### config.mk
export PLATFORM = sky130hd
export DESIGN_NAME = mem_port_arbiter
export DESIGN_NICKNAME = d
export VERILOG_FILES = /design/src/rtl/mem_arb_pkg.sv /design/src/rtl/mem_arb_perf_cnt.sv /design/src/rtl/mem_port_arbiter.sv
export SDC_FILE = /design/constraint.sdc
export NUM_CORES = 1
export LEC_CHECK = 0
export CAP_MARGIN = 20
export CORE_MARGIN = 8
export CORE_UTILIZATION = 46
export CTS_BUF_LIST = sky130_fd_sc_hd__clkbuf_8
export CTS_CLUSTER_SIZE = 30
export DETAILED_ROUTE_END_ITERATION = 10
export GPL_TIMING_DRIVEN = 0
export PLACE_DENSITY_LB_ADDON = 0.12
export REMOVE_ABC_BUFFERS = 1
export SLEW_MARGIN = 20
export SYNTH_ARGS = -nofsm -noshare
export SYNTH_HDL_FRONTEND = slang
export SYNTH_HIERARCHICAL = 1
export SYNTH_SLANG_ARGS = --single-unit
### constraint.sdc
create_clock -name clk_i -period 10.5 [get_ports clk_i]
set_clock_uncertainty 0.2 [all_clocks]
set_input_delay 3.15 -clock clk_i [delete_from_list [all_inputs] [get_ports clk_i]]
set_output_delay 3.15 -clock clk_i [all_outputs]
set_load 0.1 [all_outputs]
### src/rtl/mem_arb_pkg.sv
// Shared types and widths for the unified-memory port arbiter.
package mem_arb_pkg;

    typedef enum logic [1:0] {
        IDLE,
        IF_BUSY,
        DM_BUSY,
        DRAIN
    } arb_state_t;

    localparam int unsigned STARVE_W = 4;
    localparam int unsigned PERF_W   = 32;

endpackage

### src/rtl/mem_arb_perf_cnt.sv
// Saturating event counter with enable, used for per-requester wait statistics.
module mem_arb_perf_cnt
    import mem_arb_pkg::*;
(
    input  logic              clk_i,
    input  logic              rst_i,
    input  logic              en_i,
    output logic [PERF_W-1:0] count_o
);

    always_ff @(posedge clk_i or posedge rst_i) begin
        if (rst_i) begin
            count_o <= '0;
        end else if (en_i && (count_o != '1)) begin
            count_o <= count_o + PERF_W'(1);
        end
    end

endmodule

### src/rtl/mem_port_arbiter.sv
// Arbitrates IF fetch and MEM data access onto one single-port memory.
// Optional wait-cycle counters are built when MEM_ARB_PERF_EN is defined.
module mem_port_arbiter
    import mem_arb_pkg::*;
#(
    parameter int unsigned ADDR_W     = 32,
    parameter int unsigned DATA_W     = 32,
    parameter int unsigned STARVE_MAX = 4
) (
    input  logic              clk_i,
    input  logic              rst_i,
    input  logic              flush_i,
    input  logic              if_req_i,
    input  logic [ADDR_W-1:0] if_addr_i,
    output logic [DATA_W-1:0] if_rdata_o,
    output logic              if_ack_o,
    input  logic              dm_req_i,
    input  logic              dm_we_i,
    input  logic [ADDR_W-1:0] dm_addr_i,
    input  logic [DATA_W-1:0] dm_wdata_i,
    output logic [DATA_W-1:0] dm_rdata_o,
    output logic              dm_ack_o,
    output logic              mem_req_o,
    output logic              mem_we_o,
    output logic [ADDR_W-1:0] mem_addr_o,
    output logic [DATA_W-1:0] mem_wdata_o,
    input  logic [DATA_W-1:0] mem_rdata_i,
    input  logic              mem_ack_i
`ifdef MEM_ARB_PERF_EN
    ,
    output logic [PERF_W-1:0] perf_if_wait_o,
    output logic [PERF_W-1:0] perf_dm_wait_o
`endif
);

    arb_state_t          state_q, state_d;
    logic [STARVE_W-1:0] starve_q;
    logic                if_ack_q, dm_ack_q;
    logic                if_elig, dm_elig;
    logic                grant_if, grant_dm;

    always_comb begin
        state_d  = state_q;
        grant_if = 1'b0;
        grant_dm = 1'b0;
        // A requester in its ack cycle is still holding the old request.
        if_elig  = if_req_i & ~if_ack_q & ~flush_i;
        dm_elig  = dm_req_i & ~dm_ack_q;
        case (state_q)
            IDLE: begin
                if (if_elig && (!dm_elig || (starve_q == STARVE_W'(STARVE_MAX)))) begin
                    grant_if = 1'b1;
                    state_d  = IF_BUSY;
                end else if (dm_elig) begin
                    grant_dm = 1'b1;
                    state_d  = DM_BUSY;
                end
            end
            IF_BUSY: begin
                if (mem_ack_i)    state_d = IDLE;
                else if (flush_i) state_d = DRAIN;
            end
            DM_BUSY: if (mem_ack_i) state_d = IDLE;
            DRAIN:   if (mem_ack_i) state_d = IDLE;
            default: state_d = IDLE;
        endcase
    end

    always_ff @(posedge clk_i or posedge rst_i) begin
        if (rst_i) state_q <= IDLE;
        else       state_q <= state_d;
    end

    always_ff @(posedge clk_i or posedge rst_i) begin
        if (rst_i) begin
            starve_q <= '0;
        end else if (!if_req_i || grant_if) begin
            starve_q <= '0;
        end else if (grant_dm && (starve_q != STARVE_W'(STARVE_MAX))) begin
            starve_q <= starve_q + STARVE_W'(1);
        end
    end

    always_ff @(posedge clk_i or posedge rst_i) begin
        if (rst_i) begin
            mem_req_o   <= 1'b0;
            mem_we_o    <= 1'b0;
            mem_addr_o  <= '0;
            mem_wdata_o <= '0;
            if_rdata_o  <= '0;
            dm_rdata_o  <= '0;
            if_ack_q    <= 1'b0;
            dm_ack_q    <= 1'b0;
        end else begin
            if_ack_q <= 1'b0;
            dm_ack_q <= 1'b0;
            if (grant_if) begin
                mem_req_o   <= 1'b1;
                mem_we_o    <= 1'b0;
                mem_addr_o  <= if_addr_i;
                mem_wdata_o <= '0;
            end else if (grant_dm) begin
                mem_req_o   <= 1'b1;
                mem_we_o    <= dm_we_i;
                mem_addr_o  <= dm_addr_i;
                mem_wdata_o <= dm_wdata_i;
            end else if (mem_ack_i && (state_q != IDLE)) begin
                mem_req_o <= 1'b0;
                // A fetch flushed in its completion cycle is dropped like DRAIN.
                if ((state_q == IF_BUSY) && !flush_i) begin
                    if_rdata_o <= mem_rdata_i;
                    if_ack_q   <= 1'b1;
                end
                if (state_q == DM_BUSY) begin
                    dm_rdata_o <= mem_rdata_i;
                    dm_ack_q   <= 1'b1;
                end
            end
        end
    end

    assign if_ack_o = if_ack_q & ~flush_i;
    assign dm_ack_o = dm_ack_q;

`ifdef MEM_ARB_PERF_EN
    mem_arb_perf_cnt u_perf_if (
        .clk_i   (clk_i),
        .rst_i   (rst_i),
        .en_i    (if_req_i & ~if_ack_o),
        .count_o (perf_if_wait_o)
    );

    mem_arb_perf_cnt u_perf_dm (
        .clk_i   (clk_i),
        .rst_i   (rst_i),
        .en_i    (dm_req_i & ~dm_ack_o),
        .count_o (perf_dm_wait_o)
    );
`endif

endmodule

======== Word level (Yosys, flattened, before mapping) ========
Cells that the tools add are included.
storage, ports and cells
  flip-flop bits (word level) ............. 138
  input port bits ......................... 135
  output and inout port bits .............. 132
  word-level logic and storage cells ...... 76
cells by class
  add/subtract/negate cells ............... 1
  equal/unequal tests ..................... 8
  muxes and demuxes ....................... 30
  bitwise gates (word level) .............. 9
  reduce and logical (&&, ||, !) cells .... 18
operators with widths
  operator                                                                 count
  32-bit 2-to-1 mux                                                        4
  1-bit 2-to-1 mux                                                         18
  2-bit 2-to-1 mux                                                         5
  4-bit 2-to-1 mux                                                         2
  4-bit AND reduction                                                      2
  3-bit inequality test, second input constant                             2
  2-bit one-hot mux with 3 select lines                                    1
  2-bit nonzero test                                                       3
  1-bit inverter                                                           5
  4-bit by 1-bit adder with 4-bit output, second input constant            1
  1-bit AND                                                                4
  2-bit == test, second input constant                                     2
  4-bit by 3-bit == test with 1-bit output, second input constant          1
  1-bit logical AND                                                        4
  4-bit by 3-bit inequality test with 1-bit output, second input constant  1
  1-bit zero test                                                          3
  3-bit AND reduction                                                      1
  3-bit nonzero test                                                       1
  2-bit by 1-bit == test with 1-bit output, second input constant          1
  2-bit zero test                                                          1
  1-bit logical OR                                                         2
  2-bit by 1-bit inequality test with 1-bit output, second input constant  1
  2-bit OR reduction                                                       1

======== Depth between registers and ports, before layout ========
  word-level depth ........................ 10
  gate-level depth with buffers ........... 8
  mapped depth without buffers ............ 6

======== Worst setup path after synthesis ========
No wires, ideal clock.
  path kind ............................... input -> output
  from .................................... input flush_i
  to ...................................... output if_ack_o
  arrival time ............................ 4,485 ps
  required time ........................... 7,150 ps
  path slack .............................. 2,665 ps
  cell stages on the path ................. 1
  path buffers ............................ 0
  cell sequence ........................... nor2b_1
between the ends
  word-level cells in the longest chain between the ends .. 2
RTL lines
  what                RTL line                 RTL
  start: declaration  mem_port_arbiter.sv:12   input logic flush_i,
  1-bit inverter      mem_port_arbiter.sv:122  assign if_ack_o = if_ack_q & ~flush_i;
  1-bit AND           mem_port_arbiter.sv:122
  end: declaration    mem_port_arbiter.sv:16   output logic if_ack_o,
No other way between the ends.

======== Worst setup path in the final report ========
Same ends and word-level chain as after synthesis.

==> impl_metrics.ini <==
[status]
status = finished clean

[clock_network]
postCtsSetupBuffers = 0
root_buffer = clkbuf_8
hold_buffers = 0
cts_resized = 0
cts_buffer_depth = 2
cts_tree = done
cts_made_buffers = 17
clk_pin_slew_ns = 0.07
clkSinkCount = 138
htreeDepth = 4
clock_latency_ns = 0.43

[timing]
rsz0062_at_grt = false
fmax_mhz = 120
slew_headroom_pct = 30.0
worst_slew_pin_slew_ns = 1.05
tns_ns = 0
hold_violations = 0
slew_viol_final = 0
period_share_pct = 79.3
setup_slack_ns = 2.18
setup_viol = 0
finalCriticalPeriod_ns = 8.32

[placement]
io_buffers = 266
dp_slack_ns = 2.19
dpl.hpwl_um = 13000
dp.cells = 916
place.gp.congestion = 0.789

[setup_path]
worst_path_max_delay_cell = clkdlybuf4s50_1
cpMostUsedCell = clkdlybuf4s50_1
critPathArrivalTime_ns = 4.97
critPathLaunchType = input pin
max_stage_delay_ns = 1.19
path_cells = clkdlybuf4s50_1 -> nor2b_1 -> clkdlybuf4s50_1
crit_type = in2out
critPathRequiredTime_ns = 7.15
end_kind = primary output
worstPathMaxFanout = 4

[die]
rows = 41
pin_count = 267
die-area_sq_um = 16300
initial_core_util_pct = 46.4
coreArea_sq_um = 12400
die_h_um = 128
die_w_um = 128

[routing]
wl_met1_um = 6470
routed-wl-met2_um = 8850
drc = 0
vias = 4709
routed.top_layer = met4
viasPerCell = 4.97
drt_iter0_drc = 261
ant_nets = 0
avgRoutedWirePerCell_um = 18.3
wl_met3_um = 1570
firstDrtPassIters = 5
routed_wl_um = 17400

[cells_and_area]
drive_gt1_share_pct = 18.4
final_cell_mix = clkdlybuf4s50_1, dfrtp_1, nand2_1, mux2_2, nor2_1
diodes = 0
layout_commonest_cell = clkdlybuf4s50_1
final_nets = 900
syn2layout_area_growth_pct = 59.9
fillers = 896
stdcell_count = 948

[logic_synthesis]
syn_area_per_cell_sq_um = 11.6
synth.top_cell.area_share_pct = 60.0
synthCells = 498
yosys.area.top_type = dfrtp_1
yosysUniqueCellTypes = 32
ys_seq_area_share_pct = 60.0
synth_area_leaders = dfrtp_1, mux2_2, nand2_1
ys_ff_latch = 138
syn_area_sq_um = 5760
synth_warnings = 6

[grt]
grt_overflow = 0
grt_max_degree = 105
grt_pass1_wl_um = 27300
grt_util_all_layers_pct = 21.6
antenna_found_initial = 0
grt_pass1_vias = 5060

[min_path]
hold_class = reg2reg

[flow_run]
maxCapViolCount = 0
worst max-delay path, delay by kind of cell:
kind / cells / cell delay (ns)
and+or+nand+nor: 1 / 0.14
buffers and inverters: 2 / 1.68
routing by layer:
| layer | vias to the layer above | global-route usage (%) |
|---|---|---|
| met2 | 193 | 37.1 |
| met5 | - | 0 |
| met4 | 0 | 9.58 |
| met1 | 2278 | 23.1 |
| li1 | 2207 | - |
| met3 | 31 | 8.53 |
Yosys cell counts:
cell type and count:
nand3_2 29, buf_4 3, dfrtp_1 138, nor2_1 37, buf_2 14, nor2b_1 1
nand2b_1 1, inv_1 5, and2b_1 1, ha_1 2, xnor2_1 1, clkbuf_1 6
or2_2 1, nor4b_2 1, a211o_1 1, a21oi_2 1, o21ai_0 3, nand3_1 7
xor2_1 1, nand2_1 131, nand3b_1 1, o211ai_2 1, buf_6 7, a21oi_1 3
o211a_1 1, nand4_1 1, mux2i_1 1, or3b_1 1, mux2_2 64, a211oi_4 1
or3_1 1, a31oi_1 32
metrics by stage:
stage	cell area, sq um	util, %	hold WS (ns)
6_report	9210	74.1	0.306
5_1_grt	9210	74.1	0.325
4_1_cts	9210	74.1	0.309
3_5_place_dp	8700	70.1	0.291
3_3_place_gp	8440	68.0	0.284
2_1_floorplan	5560	-	0.313
layout make-up:
type	instances	area, sq um	share of cell area (%)
clock buffer	17	234	2.54
clock inverter	15	272	2.95
tap	172	215	2.34
sequential	138	3450	37.5
multi-input combinational	325	2130	23.1
inverter	5	26.3	0.285
timing repair buffer	276	2880	31.2
final timing paths:
path | start | end | slack (ns) | depth (start not counted)
min | dm_rdata_o[12] | dm_rdata_o[12] | 0.31 | 1
min in group asynchronous | rst_i | mem_addr_o[27] | 2.88 | 2
max | flush_i | if_ack_o | 2.18 | 3
max in group asynchronous | rst_i | mem_wdata_o[18] | 6.46 | 3
min reg2reg | dm_rdata_o[12] | dm_rdata_o[12] | 0.31 | 1
max reg2reg | starve_q[0] | mem_addr_o[4] | 8.05 | 7
sequential cells by signal, summed over array words and instances (netlist names):
register / flops
state_q: 2
dm_rdata_o: 32
if_ack_q: 1
dm_ack_o: 1
starve_q: 4
mem_we_o: 1
mem_addr_o: 32
mem_wdata_o: 32
mem_req_o: 1
if_rdata_o: 32
kinds of logic after synthesis:
kind of cell,share of synthesized area [%]
buf+inv,3.70
fa+ha+maj,0.435
flops,60.0
compound gates,5.04
xor+xnor,0.304
mux,12.7
simple gates,17.8
Power is not shown: default switching activity piles up to over one toggle a cycle in this logic, so the estimate is an artifact.
